[config.mk]
export PLATFORM = sky130hd
export DESIGN_NAME = mac_operand_feeder_flat
export DESIGN_NICKNAME = d
export VERILOG_FILES = /design/src/rtl/mac_operand_feeder_pkg.sv /design/src/rtl/mac_operand_feeder_if.sv /design/src/rtl/mac_operand_feeder_sideband_delay.sv /design/src/rtl/mac_operand_feeder.sv /design/src/flat_wrapper.sv
export SDC_FILE = /design/constraint.sdc
export NUM_CORES = 1
export LEC_CHECK = 0
export BUFFER_PORTS_ARGS = -buffer_cell sky130_fd_sc_hd__buf_2
export CORE_ASPECT_RATIO = 1.1
export CORE_UTILIZATION = 45
export CTS_CLUSTER_DIAMETER = 60
export DETAILED_ROUTE_END_ITERATION = 8
export PLACE_DENSITY = 0.71
export RECOVER_POWER = 25
export SKIP_CTS_REPAIR_TIMING = 1
export SLEW_MARGIN = 20
export SYNTH_ARGS = -nofsm -noshare
export SYNTH_HDL_FRONTEND = slang
export SYNTH_SLANG_ARGS = --single-unit
[constraint.sdc]
create_clock -name clk -period 3.7 [get_ports clk]
set_input_delay 0.185 -clock clk [delete_from_list [all_inputs] [get_ports clk]]
set_output_delay 0.185 -clock clk [all_outputs]
set_load 0.01 [all_outputs]
[src/rtl/mac_operand_feeder_pkg.sv]
// Shared definitions for the CNN MAC operand feeder slice.
// Operand/address defaults, FSM encodings and the sideband bundle.
package mac_operand_feeder_pkg;

    localparam int DEF_DATA_W = 9;
    localparam int DEF_ADDR_W = 10;
    localparam int DEF_TAPS   = 9;

    localparam logic [1:0] ST_IDLE  = 2'd0;
    localparam logic [1:0] ST_RUN   = 2'd1;
    localparam logic [1:0] ST_DRAIN = 2'd2;
    localparam logic [1:0] ST_DONE  = 2'd3;

    typedef struct packed {
        logic valid;
        logic first;
        logic last;
    } sb_t;

    localparam sb_t SB_NONE = '0;

endpackage

[src/rtl/mac_operand_feeder_if.sv]
// Job control, ROM port pair and MAC operand stream of the feeder.
// master = feeder side, slave = job issuer / ROMs / MAC side.
interface mac_operand_feeder_if
    import mac_operand_feeder_pkg::*;
#(
    parameter int DATA_W = DEF_DATA_W,
    parameter int ADDR_W = DEF_ADDR_W
);

    logic                     start;
    logic [ADDR_W-1:0]        base_a;
    logic [ADDR_W-1:0]        base_b;
    logic [7:0]               n_out;
    logic                     busy;
    logic                     done;

    logic                     rd_en;
    logic [ADDR_W-1:0]        addr_a;
    logic [ADDR_W-1:0]        addr_b;
    logic signed [DATA_W-1:0] rdata_a;
    logic signed [DATA_W-1:0] rdata_b;

    logic signed [DATA_W-1:0] mac_dataa;
    logic signed [DATA_W-1:0] mac_datab;
    logic                     mac_valid;
    logic                     mac_first;
    logic                     mac_last;

    modport master (
        input  start, base_a, base_b, n_out,
        input  rdata_a, rdata_b,
        output busy, done,
        output rd_en, addr_a, addr_b,
        output mac_dataa, mac_datab,
        output mac_valid, mac_first, mac_last
    );

    modport slave (
        output start, base_a, base_b, n_out,
        output rdata_a, rdata_b,
        input  busy, done,
        input  rd_en, addr_a, addr_b,
        input  mac_dataa, mac_datab,
        input  mac_valid, mac_first, mac_last
    );

endinterface

[src/rtl/mac_operand_feeder_sideband_delay.sv]
// Depth-N shift register carrying {valid,first,last} alongside ROM data.
// pre_valid taps the stage before the output to time the data capture.
module sideband_delay
    import mac_operand_feeder_pkg::*;
#(
    parameter int DEPTH = 2
) (
    input  logic clk,
    input  logic rstn,
    input  sb_t  d,
    output sb_t  q,
    output logic pre_valid
);

    sb_t pipe [DEPTH];

    always_ff @(posedge clk or negedge rstn) begin
        if (!rstn) begin
            for (int i = 0; i < DEPTH; i++) begin
                pipe[i] <= SB_NONE;
            end
        end else begin
            pipe[0] <= d;
            for (int i = 1; i < DEPTH; i++) begin
                pipe[i] <= pipe[i-1];
            end
        end
    end

    assign q = pipe[DEPTH-1];

    generate
        if (DEPTH > 1) begin : g_tap
            assign pre_valid = pipe[DEPTH-2].valid;
        end else begin : g_direct
            assign pre_valid = d.valid;
        end
    endgenerate

endmodule

[src/rtl/mac_operand_feeder.sv]
// Sequencer walking activation/weight ROMs and streaming operand pairs
// with first/last markers into the signed MULT_ACCUM stage.
module mac_operand_feeder
    import mac_operand_feeder_pkg::*;
#(
    parameter int DATA_W  = DEF_DATA_W,
    parameter int ADDR_W  = DEF_ADDR_W,
    parameter int TAPS    = DEF_TAPS,
    parameter int STRIDE  = 1,
    parameter int ROM_LAT = 1
) (
    input logic                 clk,
    input logic                 rstn,
    mac_operand_feeder_if.master bus
);

    localparam int TW = (TAPS > 1) ? $clog2(TAPS) : 1;
    localparam int DW = $clog2(ROM_LAT + 1) + 1;

    localparam logic [TW-1:0]     T_LAST = TW'(TAPS - 1);
    localparam logic [ADDR_W-1:0] STEP   = ADDR_W'(STRIDE);
    localparam logic [DW-1:0]     D_INIT = DW'(ROM_LAT);

    logic [1:0]        state;
    logic [TW-1:0]     tap;
    logic [7:0]        outn;
    logic [7:0]        n_r;
    logic [ADDR_W-1:0] off_a;
    logic [ADDR_W-1:0] base_a_r;
    logic [ADDR_W-1:0] base_b_r;
    logic [DW-1:0]     drain;

    logic              rd_en_r;
    logic [ADDR_W-1:0] addr_a_r;
    logic [ADDR_W-1:0] addr_b_r;

    logic signed [DATA_W-1:0] data_a_r;
    logic signed [DATA_W-1:0] data_b_r;

    logic              tap_end;
    logic              out_end;
    logic [TW-1:0]     tap_nxt;
    logic [ADDR_W-1:0] off_nxt;

    sb_t  issue;
    sb_t  sb_q;
    logic cap;

    assign tap_end = (tap == T_LAST);
    assign out_end = (outn == n_r - 8'd1);
    assign tap_nxt = tap_end ? '0 : tap + TW'(1);
    // o*STRIDE is carried as a running offset bumped once per output
    assign off_nxt = tap_end ? off_a + STEP : off_a;

    always_ff @(posedge clk or negedge rstn) begin
        if (!rstn) begin
            state    <= ST_IDLE;
            tap      <= '0;
            outn     <= '0;
            n_r      <= '0;
            off_a    <= '0;
            base_a_r <= '0;
            base_b_r <= '0;
            drain    <= '0;
            rd_en_r  <= 1'b0;
            addr_a_r <= '0;
            addr_b_r <= '0;
        end else begin
            case (state)
                ST_IDLE: begin
                    if (bus.start) begin
                        base_a_r <= bus.base_a;
                        base_b_r <= bus.base_b;
                        n_r      <= bus.n_out;
                        tap      <= '0;
                        outn     <= '0;
                        off_a    <= '0;
                        addr_a_r <= bus.base_a;
                        addr_b_r <= bus.base_b;
                        if (bus.n_out != 8'd0) begin
                            state   <= ST_RUN;
                            rd_en_r <= 1'b1;
                        end else begin
                            state <= ST_DONE;
                        end
                    end
                end
                ST_RUN: begin
                    if (tap_end && out_end) begin
                        state   <= ST_DRAIN;
                        rd_en_r <= 1'b0;
                        drain   <= D_INIT;
                    end else begin
                        tap      <= tap_nxt;
                        off_a    <= off_nxt;
                        outn     <= tap_end ? outn + 8'd1 : outn;
                        addr_a_r <= base_a_r + off_nxt + ADDR_W'(tap_nxt);
                        addr_b_r <= base_b_r + ADDR_W'(tap_nxt);
                    end
                end
                ST_DRAIN: begin
                    if (drain == '0) begin
                        state <= ST_DONE;
                    end else begin
                        drain <= drain - DW'(1);
                    end
                end
                ST_DONE: begin
                    state <= ST_IDLE;
                end
                default: begin
                    state <= ST_IDLE;
                end
            endcase
        end
    end

    // Markers describe the pair whose address is on the bus this cycle
    assign issue.valid = rd_en_r;
    assign issue.first = rd_en_r && (tap == '0);
    assign issue.last  = rd_en_r && tap_end;

    sideband_delay #(
        .DEPTH (ROM_LAT + 1)
    ) u_sb (
        .clk       (clk),
        .rstn      (rstn),
        .d         (issue),
        .q         (sb_q),
        .pre_valid (cap)
    );

    always_ff @(posedge clk or negedge rstn) begin
        if (!rstn) begin
            data_a_r <= '0;
            data_b_r <= '0;
        end else if (cap) begin
            data_a_r <= bus.rdata_a;
            data_b_r <= bus.rdata_b;
        end
    end

    assign bus.rd_en     = rd_en_r;
    assign bus.addr_a    = addr_a_r;
    assign bus.addr_b    = addr_b_r;
    assign bus.mac_dataa = data_a_r;
    assign bus.mac_datab = data_b_r;
    assign bus.mac_valid = sb_q.valid;
    assign bus.mac_first = sb_q.first;
    assign bus.mac_last  = sb_q.last;
    assign bus.busy      = (state != ST_IDLE);
    assign bus.done      = (state == ST_DONE);

endmodule

[src/flat_wrapper.sv]
// flat-port wrapper written by rule: the top's interface ports become plain ports
module mac_operand_feeder_flat import mac_operand_feeder_pkg::*;
#(
    parameter int DATA_W  = DEF_DATA_W,
    parameter int ADDR_W  = DEF_ADDR_W,
    parameter int TAPS    = DEF_TAPS,
    parameter int STRIDE  = 1,
    parameter int ROM_LAT = 1
)
  (clk, rstn, bus_start, bus_base_a, bus_base_b, bus_n_out, bus_rdata_a, bus_rdata_b, bus_busy, bus_done, bus_rd_en, bus_addr_a, bus_addr_b, bus_mac_dataa, bus_mac_datab, bus_mac_valid, bus_mac_first, bus_mac_last);
  mac_operand_feeder_if #(.DATA_W(DATA_W), .ADDR_W(ADDR_W)) bus_i ();
  input logic clk;
  input logic rstn;
  input wire logic [$bits(bus_i.start)-1:0] bus_start;
  input wire logic [$bits(bus_i.base_a)-1:0] bus_base_a;
  input wire logic [$bits(bus_i.base_b)-1:0] bus_base_b;
  input wire logic [$bits(bus_i.n_out)-1:0] bus_n_out;
  input wire logic [$bits(bus_i.rdata_a)-1:0] bus_rdata_a;
  input wire logic [$bits(bus_i.rdata_b)-1:0] bus_rdata_b;
  output wire logic [$bits(bus_i.busy)-1:0] bus_busy;
  output wire logic [$bits(bus_i.done)-1:0] bus_done;
  output wire logic [$bits(bus_i.rd_en)-1:0] bus_rd_en;
  output wire logic [$bits(bus_i.addr_a)-1:0] bus_addr_a;
  output wire logic [$bits(bus_i.addr_b)-1:0] bus_addr_b;
  output wire logic [$bits(bus_i.mac_dataa)-1:0] bus_mac_dataa;
  output wire logic [$bits(bus_i.mac_datab)-1:0] bus_mac_datab;
  output wire logic [$bits(bus_i.mac_valid)-1:0] bus_mac_valid;
  output wire logic [$bits(bus_i.mac_first)-1:0] bus_mac_first;
  output wire logic [$bits(bus_i.mac_last)-1:0] bus_mac_last;
  assign bus_i.start = bus_start;
  assign bus_i.base_a = bus_base_a;
  assign bus_i.base_b = bus_base_b;
  assign bus_i.n_out = bus_n_out;
  assign bus_i.rdata_a = bus_rdata_a;
  assign bus_i.rdata_b = bus_rdata_b;
  assign bus_busy = bus_i.busy;
  assign bus_done = bus_i.done;
  assign bus_rd_en = bus_i.rd_en;
  assign bus_addr_a = bus_i.addr_a;
  assign bus_addr_b = bus_i.addr_b;
  assign bus_mac_dataa = bus_i.mac_dataa;
  assign bus_mac_datab = bus_i.mac_datab;
  assign bus_mac_valid = bus_i.mac_valid;
  assign bus_mac_first = bus_i.mac_first;
  assign bus_mac_last = bus_i.mac_last;
  mac_operand_feeder #(.DATA_W(DATA_W), .ADDR_W(ADDR_W), .TAPS(TAPS), .STRIDE(STRIDE), .ROM_LAT(ROM_LAT)) u_core (.clk(clk), .rstn(rstn), .bus(bus_i));
endmodule
# Word-level counts from Yosys, hierarchy flattened
# Index checks and enable logic that the tools add are counted.
# totals
romBits,0
n_memories,0
ram_bits,0
in_bits,49
out_inout_bits,44
latchBits,0
regBits,99
elab_cells,85
# classes
mul,0
n_bitwise,0
order_cmp,0
addsub,8
mux,30
n_shift,0
n_reduce_logical,16
div,0
n_eq_ne,12
# op_table
op,n
two-way mux 10 bit,7
one-hot mux 10 bit (2 select lines),3
two-way mux 8 bit,3
adder 10 x 4 -> 10 bit,2
one-hot mux 8 bit (2 select lines),1
two-way mux 2 bit,6
two-way mux 4 bit,3
adder 10 x 1 -> 10 bit (second input constant),1
adder 10 bit,1
AND reduction 3 bit,3
adder 8 x 1 -> 8 bit (second input constant),1
equality test 8 bit,1
inequality test 2 x 1 -> 1 bit (second input constant),4
one-hot mux 2 bit (4 select lines),1
one-hot mux 4 bit (2 select lines),1
AND reduction 4 bit,2
nonzero test 8 bit,1
subtractor 8 x 1 -> 8 bit (second input constant),1
inequality test 2 bit (second input constant),3
nonzero test 2 bit,3
adder 4 x 1 -> 4 bit (second input constant),1
equality test 2 bit (second input constant),2
equality test 4 bit (second input constant),1
logical NOT 2 bit,2
other kinds (8),12

# Longest topological paths before layout
# Gate-level depths: netlist of the first run.
# logic_depth
word_depth,6
ltp_mapped,19
ltp_nobuf,18

# By module
# Synthesis of the first run repeated with hierarchy kept, for this count alone.
# unflattened
cells_unflattened,503
area_unflattened_um2,5581.6
# modules_own_cells
mod,cells_per_inst,instances,area_each_um2,seq_area_each_um2
mac_operand_feeder,494,1,5408.9,2327.2
sideband_delay,9,1,172.7,150.1

# Least setup slack after synthesis of the first run
# Ideal clock, no wire load.
# synth_path
path_kind,register to register
from,reg u_core.tap[0]
to,"reg u_core.addr_a_r[7], in the netlist u_core.bus.addr_a[7]"
stages_incl_launch_ff,19
synth_period_minus_slack_ns,3.580
setup_ns,0.125
t_arrival_ns,3.455
n_path_buf,1
slack_ns,0.120
required_time_ns,3.575
cell_sequence,dfrtp_1 > inv_1 > ha_1 > nand2_2 > or2_2 > clkbuf_1 > mux2i_1 > fa_1 > inv_1 > ha_1 > inv_1 > fa_1 > nor2b_1 > o2111ai_1 > nand3_1 > nor2_1 > xnor2_1 > mux2_2 > mux2_4
# synth_via
elab_chain_len,6
word_cells_on_any_way,11
cone_classes,add/sub: 3; eq/ne: 2; mux: 4; reduce/logical: 2
# synth_lines
element,line_no,source
start: declaration,mac_operand_feeder.sv:25,logic [TW-1:0] tap;
start signal: assignment,mac_operand_feeder.sv:94,tap <= tap_nxt;
equality test 4 bit,mac_operand_feeder.sv:49,assign tap_end = (tap == T_LAST);
two-way mux 10 bit,mac_operand_feeder.sv:53,assign off_nxt = tap_end ? off_a + STEP : off_a;
adder 10 bit,mac_operand_feeder.sv:97,addr_a_r <= base_a_r + off_nxt + ADDR_W'(tap_nxt);
adder 10 x 4 -> 10 bit,mac_operand_feeder.sv:97,
two-way mux 10 bit,mac_operand_feeder.sv:89,if (tap_end && out_end) begin
one-hot mux 10 bit (2 select lines),mac_operand_feeder.sv:69,case (state)
end signal: assignment,mac_operand_feeder.sv:78,addr_a_r <= bus.base_a;
end signal: assignment,mac_operand_feeder.sv:97,
end: declaration,mac_operand_feeder.sv:34,logic [ADDR_W-1:0] addr_a_r;
# Parallel ways exist; a longest one is shown, timed or not. The select of a mux whose other input is x is not followed.
# A chain may end at the register's enable or synchronous reset.

# Worst setup path after layout of the first run
# layout_path
from,reg u_core.tap[1]
to,"reg u_core.addr_a_r[7], in the netlist u_core.bus.addr_a[7]"
# The elaborated chain is that of the path after synthesis.

==> results of run 1 <==
[synthesized netlist by cell type (3+ instances only)]
library cell	number	share of area, %
a211oi_1	4	0.51
a21o_1	5	0.63
a21oi_1	16	1.4
a22oi_1	3	0.38
a311oi_1	3	0.44
a31oi_1	13	1.4
and2_1	5	0.53
and3_1	7	0.74
buf_1	4	0.25
buf_2	6	0.51
clkbuf_1	21	1.3
clkbuf_2	3	0.25
dfrtp_1	99	42
fa_1	4	1.4
ha_1	28	5.9
inv_1	32	2.0
mux2_2	50	9.5
mux2_4	8	2.0
mux2i_1	10	1.7
nand2_1	39	2.5
nand2b_1	5	0.53
nand3_1	16	1.4
nand4_1	19	2.0
nand4b_1	3	0.44
nor2_1	28	1.8
nor2b_1	3	0.32
nor3_1	9	0.76
nor4_1	7	0.74
o211ai_1	6	0.76
o21a_1	5	0.63
o21ai_0	12	1.0
o221ai_1	3	0.44
o22a_1	6	0.89
o22ai_1	8	0.84
o311a_1	4	0.68
o31ai_1	4	0.51
xnor2_1	19	2.8
xor2_1	16	2.4
[worst max-delay path, stage by stage, from the launching register on]
cell and delay, ns:
dfrtp_2 0.44, inv_1 0.10, ha_4 0.16, nand2_2 0.07, or2_4 0.26, mux2i_4 0.19, fa_1 0.47, inv_1 0.07
ha_1 0.17, inv_1 0.06, fa_2 0.37, nor2b_2 0.13, o2111ai_1 0.12, nand3_1 0.13, nor2_2 0.05, xnor2_1 0.12
mux2_2 0.26, mux2_4 0.25
[sequential cells by signal, indices dropped and copies added, names as in the netlist, 2 cells and up]
name,cells
u_core.u_sb.q,3
u_core.u_sb.pipe,2
u_core.bus.mac_datab,9
u_core.outn,8
u_core.bus.addr_b,10
u_core.base_b_r,10
u_core.off_a,10
u_core.base_a_r,10
u_core.drain,2
u_core.n_r,8
u_core.bus.mac_dataa,9
u_core.bus.addr_a,10
u_core.state,2
u_core.tap,4
[routing by layer]
layer,track usage (%),up-vias,share of wire (%)
met5,0,-,0
met4,6.84,0,1.4
met3,4.54,16,4.0
met2,36.3,113,51
met1,27.4,2369,44
li1,-,2252,-
[area by class of cell]
type | instances | area, um2
clock buffer | 9 | 225
clock inverter | 7 | 76.3
fill | 1086 | 5870
inverter | 32 | 120
multi-input combinational | 403 | 3200
sequential | 99 | 2480
tap | 157 | 196
timing repair buffer | 108 | 582
[path summary, 6_finish.rpt]
| check | from | end | slack, ns | depth (start not counted) |
|---|---|---|---|---|
| min in group asynchronous | rstn | u_core.tap[1] | 0.92 | 2 |
| worst min register to register | u_core.u_sb.pipe[4] | u_core.u_sb.q[1] | 0.37 | 0 |
| worst max register to register | u_core.tap[1] | u_core.bus.addr_a[7] | 0.15 | 17 |
| max in group asynchronous | rstn | u_core.tap[1] | 1.52 | 2 |
| worst max-delay path | u_core.tap[1] | u_core.bus.addr_a[7] | 0.15 | 17 |
| worst min-delay path | bus_rdata_b[6] | u_core.bus.mac_datab[6] | 0.06 | 2 |
[power breakdown]
part           switching (uW)  leakage [uW]  internal, uW
clock network             436      0.000142           529
logic                    1460       0.00178          1200
registers                 322       0.00119          1430
[kinds of logic after synthesis]
logic type,Yosys count,synth area share (%)
and+or+nand+nor,150,12.8
AOI/OAI and AO/OA,117,14.8
DFF,99,41.8
buffers and inverters,68,4.81
muxes,68,13.2
xor gates and xnor gates,35,5.17
adders and majority gates,33,7.43
[per-stage QoR]
step	hold slack [ns]	instances
3_3_place_gp	0.335	796
6_report	0.0627	815
4_1_cts	0.0451	812
2_1_floorplan	-0.111	570
3_5_place_dp	0.353	796
5_1_grt	0.0587	815
==> metrics.md, run 1 <==
| Metric | Value |
|---|---|
| Worst-path fanout max | `4` |
| Post-Synthesis Cells | `570` |
| Placed cell area | `6520 um2` |
| Worst-Skew Late Latency | `0.35 ns` |
| Hold Fails Final Rpt | `0` |
| H-tree depth | `3` |
| CTS clk-pin slew, worst paths | `0.07 ns` |
| WS Path Type | `reg -> reg` |
| Power, Total | `5380 uW` |
| Distinct cells, synth | `66` |
| DRT iter0 DRCs | `318` |
| Port-buffer cells | `92` |
| Async S/R FF share, synth | `100%` |
| Chip width | `111 um` |
| Ys flop type | `dfrtp_1` |
| DRC | `5` |
| Tmin final | `3.55 ns` |
| Rows | `43` |
| Global-route wire length before repair | `23.4 mm` |
| Grt ovf | `0` |
| Setup Viol. Count Final | `0` |
| Routed via count | `4750` |
| Clk buf depth | `2` |
| Worst vdd ir | `0.000361 V` |
| Fin Setup TNS | `0 ns` |
| Router iterations before antenna repair | `9` |
| Final net count | `734` |
| Clock sink count | `99` |
| Pwr Density | `782 nW/um2` |
| DRT antenna net count | `0` |
| Share of cells above drive strength 1 | `30.2%` |
| Number of register bits inferred by synthesis | `99` |
| DPL Wire Length | `9.78 mm` |
| Status | `finished, violations left` |
| Total CTS buffers | `9` |
| CTS tree | `done` |
| Starting Density | `46.5%` |
| Total GRT Usage | `21.4%` |
| HP Class | `in -> reg` |
| Largest net degree at the start of global routing | `78` |
| Die ar. | `13600 um2` |
| Worst Path Required | `3.93 ns` |
| Critical path data arrival time | `3.79 ns` |
| Ant. Diodes | `0` |
| Worst-margin pin slew | `1.97 ns` |
| Per-cell routed wire length | `17.6 um` |
| # IOs | `93` |
| Final Skew | `0.00904 ns` |
| Max-slew violation count | `78` |
| Initial antenna violation count | `0` |
| Number of synthesized flops with an enable pin | `0` |
| CP Capture Type | `flop` |
| Drt via density | `5.83` |
| Warnings, synthesis | `0` |
| Design Area, Final | `6880 um2` |
| Leak Pwr | `0.00311 uW` |
| Synth-to-Final Area Change | `16.1%` |
| Failing checks | `DRC, capacitance limit, slew limit` |
| Period Utilization, post-route | `96.0%` |
| Average instance area after synthesis | `10.4 um2` |
| Critical path startpoint category | `flop` |
| Core area | `12800 um2` |
| Pre-CTS setup slack | `-0.00119 ns` |
| Routability congestion estimate | `0.804` |
| Most common cell after layout, fill and taps aside | `dfrtp_1` |
| Total Wirelength | `14.4 mm` |
| Slew margin rel. | `-31.2%` |
| Die Ht | `122 um` |
| Sequential area share after synthesis | `41.8%` |
| Highest Clock Rate | `282 MHz` |
| Final core occ | `54.0%` |
| Syn_nets | `651` |
| Setup ws final | `0.148 ns` |
| Vias in the first global route | `4676` |
| Commonest cells after routing, fill and taps aside | `dfrtp_1, buf_2, mux2_2` |
| Clk root buf | `clkbuf_16` |
| Max-cap violations | `1` |
| Post-Syn Area | `5930 um2` |
Note: power is estimated with default switching activity, not from simulation.
==> run 2, diff against run 1 <==
--- a/config.mk
+++ b/config.mk
@@ -6,11 +6,14 @@
 export NUM_CORES = 1
 export LEC_CHECK = 0
 export BUFFER_PORTS_ARGS = -buffer_cell sky130_fd_sc_hd__buf_2
+export CELL_PAD_IN_SITES_DETAIL_PLACEMENT = 0
+export CELL_PAD_IN_SITES_GLOBAL_PLACEMENT = 2
 export CORE_ASPECT_RATIO = 1.1
-export CORE_UTILIZATION = 45
+export CORE_UTILIZATION = 33
 export CTS_CLUSTER_DIAMETER = 60
 export DETAILED_ROUTE_END_ITERATION = 8
-export PLACE_DENSITY = 0.71
+export GPL_TIMING_DRIVEN = 0
+export PLACE_DENSITY = 0.79
 export RECOVER_POWER = 25
 export SKIP_CTS_REPAIR_TIMING = 1
 export SLEW_MARGIN = 20
==> run 2 against run 1 <==
The run ends with capacitance limit, slew limit left. Critical path depth did not move. Via count rose by 3.2%. Cell area rose by 4.7%.
==> metrics.md, run 2 (same netlist as run 1, synthesis figures left out) <==
| Metric | Value |
|---|---|
| Status | `finished, violations left` |
| Failing checks | `capacitance limit, slew limit` |
| Drt via density | `5.25 (-9.9%)` |
| Chip width | `130 um (+16%)` |
| # IOs | `93 (unchanged)` |
| Non-Filler Instances | `933 (+14%)` |
| Ant. Diodes | `0 (unchanged)` |
| Total CTS buffers | `9 (unchanged)` |
| Die ar. | `18500 um2 (+36%)` |
| Per-cell routed wire length | `18.3 um (+3.7%)` |
| Clk buf depth | `2 (unchanged)` |
| Hold Fails Final Rpt | `0 (unchanged)` |
| Worst r2r src | `u_core.tap[0]` |
| Commonest cells after routing, fill and taps aside | `buf_2, dfrtp_1, mux2_2` |
| Largest net degree at the start of global routing | `56 (-28%)` |
| CTS tree | `done` |
| Highest Clock Rate | `278 MHz (-1.3%)` |
| Routability congestion estimate | `0.822 (+2.2%)` |
| Worst setup path startpoint | `u_core.tap[0]` |
| DRT antenna net count | `0 (unchanged)` |
| Pre-CTS setup slack | `-0.483 ns (-0.482 ns)` |
| Max incr delay on CP | `0.48 ns (about the same)` |
| Grt ovf | `0 (unchanged)` |
| H-tree depth | `3 (unchanged)` |
| Total GRT Usage | `19.0% (-2.4 points)` |
| HP Class | `in -> reg` |
| Tmin final | `3.60 ns (+0.0451 ns)` |
| Leak Pwr | `0.00321 uW (+3.3%)` |
| Placed cell area | `6720 um2 (+3.0%)` |
| Setup ws final | `0.103 ns (-0.0451 ns)` |
| Period Utilization, post-route | `97.2% (+1.2 points)` |
| Setup Viol. Count Final | `0 (unchanged)` |
| Clk root buf | `clkbuf_16` |
| Synth-to-Final Area Change | `21.5%` |
| Max-slew violation count | `45 (-42%)` |
| DPL Wire Length | `12.2 mm (+25%)` |
| Worst vdd ir | `0.000323 V (-11%)` |
| R2R depth | `17 (unchanged)` |
| CP Cell Sequence | `inv_2 -> ha_4 -> nand2_4 -> or2_4 -> mux2i_4 -> fa_1 -> inv_1 -> ha_2 -> inv_2 -> fa_2 -> nor2b_4 -> o2111ai_2 -> nand3_1 -> nor2_2 -> xnor2_1 -> mux2_4 -> mux2_4` |
| Routed via count | `4901 (+3.2%)` |
| Die Ht | `143 um (+16%)` |
| RSZ-0062 raised after global routing | `yes` |
| CP endpoint | `u_core.bus.addr_a[7]` |
| Final net count | `771 (+5.0%)` |
| Starting Density | `33.7% (-13 points)` |
| Critical path data arrival time | `3.84 ns (+0.05 ns)` |
| Worst-margin pin slew | `2.65 ns (+0.686 ns)` |
| Clock sink count | `99 (unchanged)` |
| Global-route wire length before repair | `26.3 mm (+13%)` |
| DRT iter0 DRCs | `266 (-16%)` |
| CTS clk-pin slew, worst paths | `0.07 ns (about the same)` |
| Share of cells above drive strength 1 | `31.7% (+1.4 points)` |
| Port-buffer cells | `92 (unchanged)` |
| CP Capture Type | `flop` |
| Design Area, Final | `7210 um2 (+4.7%)` |
| Slew margin rel. | `-76.9% (-46 points)` |
| Max-cap violations | `1 (unchanged)` |
| Core area | `17600 um2 (+38%)` |
| Worst-path fanout max | `5 (+1)` |
| Pwr Density | `769 nW/um2 (-1.6%)` |
| Rows | `51 (+19%)` |
| Fin Setup TNS | `0 ns (unchanged)` |
| Critical path startpoint category | `flop` |
| Final Skew | `0.00941 ns (+0.000371 ns)` |
| Crit path max-delay cell type | `fa_1` |
| FF-to-FF End | `u_core.bus.addr_a[7]` |
| Worst-Skew Late Latency | `0.36 ns (about the same)` |
| Cells after DPL | `901 (+13%)` |
| Final core occ | `40.9% (-13 points)` |
| Worst Path Required | `3.94 ns (about the same)` |
| R2R Setup Slk | `0.10 ns (-0.05 ns)` |
| Initial antenna violation count | `0 (unchanged)` |
| DRC | `0 (-5)` |
| Router iterations before antenna repair | `5 (-4)` |
| Vias in the first global route | `4770 (+2.0%)` |
| Total Wirelength | `17.0 mm (+19%)` |
| HP Start | `bus_rdata_b[0]` |
| WS Path Type | `reg -> reg` |
[run 2: changes by cell type in the layout (fill, tap and decap cells not counted), sizes merged]
cell,previous run,this run
inv,34,36
bufinv,1,0
clkbuf,11,33
clkinvlp,2,1
buf,105,121
clkinv,2,1
[run 2: how the worst min path moves through the flow]
| stage | slack (ns) | cells after the start | endpoint |
|---|---|---|---|
| 6_report | 0.06 | 2 | u_core.bus.mac_datab[0] |
| 5_1_grt | 0.05 | 2 | u_core.bus.mac_dataa[8] |
| 4_1_cts | -0.23 | 1 | u_core.bus.mac_dataa[1] |
| 3_5_place_dp | 0.16 | 1 | u_core.bus.mac_dataa[4] |
| 3_3_place_gp | 0.34 | 0 | u_core.u_sb.q[0] |
| 2_1_floorplan | -0.11 | 0 | u_core.base_a_r[0] |
[run 2: power by group]
part	switching, uW	total (uW)	internal (uW)	leakage (uW)
combinational	1650	2910	1260	0.00189
clock	466	937	471	0.000136
sequential	272	1700	1430	0.00119
total	2380	5540	3160	0.00321
[run 2: area by class of cell]
| class | instances | area, um2 |
|---|---|---|
| Tap cell | 238 | 298 |
| Sequential cell | 99 | 2480 |
| Clock inverter | 6 | 53.8 |
| Inverter | 32 | 120 |
| Timing Repair Buffer | 111 | 624 |
| Buffer | 34 | 159 |
| Fill cell | 1782 | 10400 |
| Multi-Input combinational cell | 403 | 3240 |
| Clock buffer | 10 | 229 |
[run 2: per-layer routing]
metal  vias to the layer above  GRT usage, %  wire length (um)
met5                         -             0                 0
met4                         0          7.41               368
met3                        25          2.37               568
met2                       129          31.6              8440
met1                      2429          24.9              7670
li1                       2318             -                 -
[run 2: critical path, delay by kind of cell, from the launching register on]
family          cells  cell delay, ns
compound gates      1            0.10
xor+xnor            1            0.12
fa+ha+maj           4            1.20
buf+inv             3            0.20
flops               1            0.44
mux                 3            0.72
simple gates        5            0.68
[run 2: through the flow]
| stage | hold WS (ns) | power (uW) |
|---|---|---|
| finish | 0.0602 | 5540 |
| global route | 0.0495 | 5960 |
| CTS | -0.233 | 5490 |
| detailed placement | 0.156 | 4530 |
| global placement | 0.336 | 4450 |
| floorplan | -0.111 | 3660 |
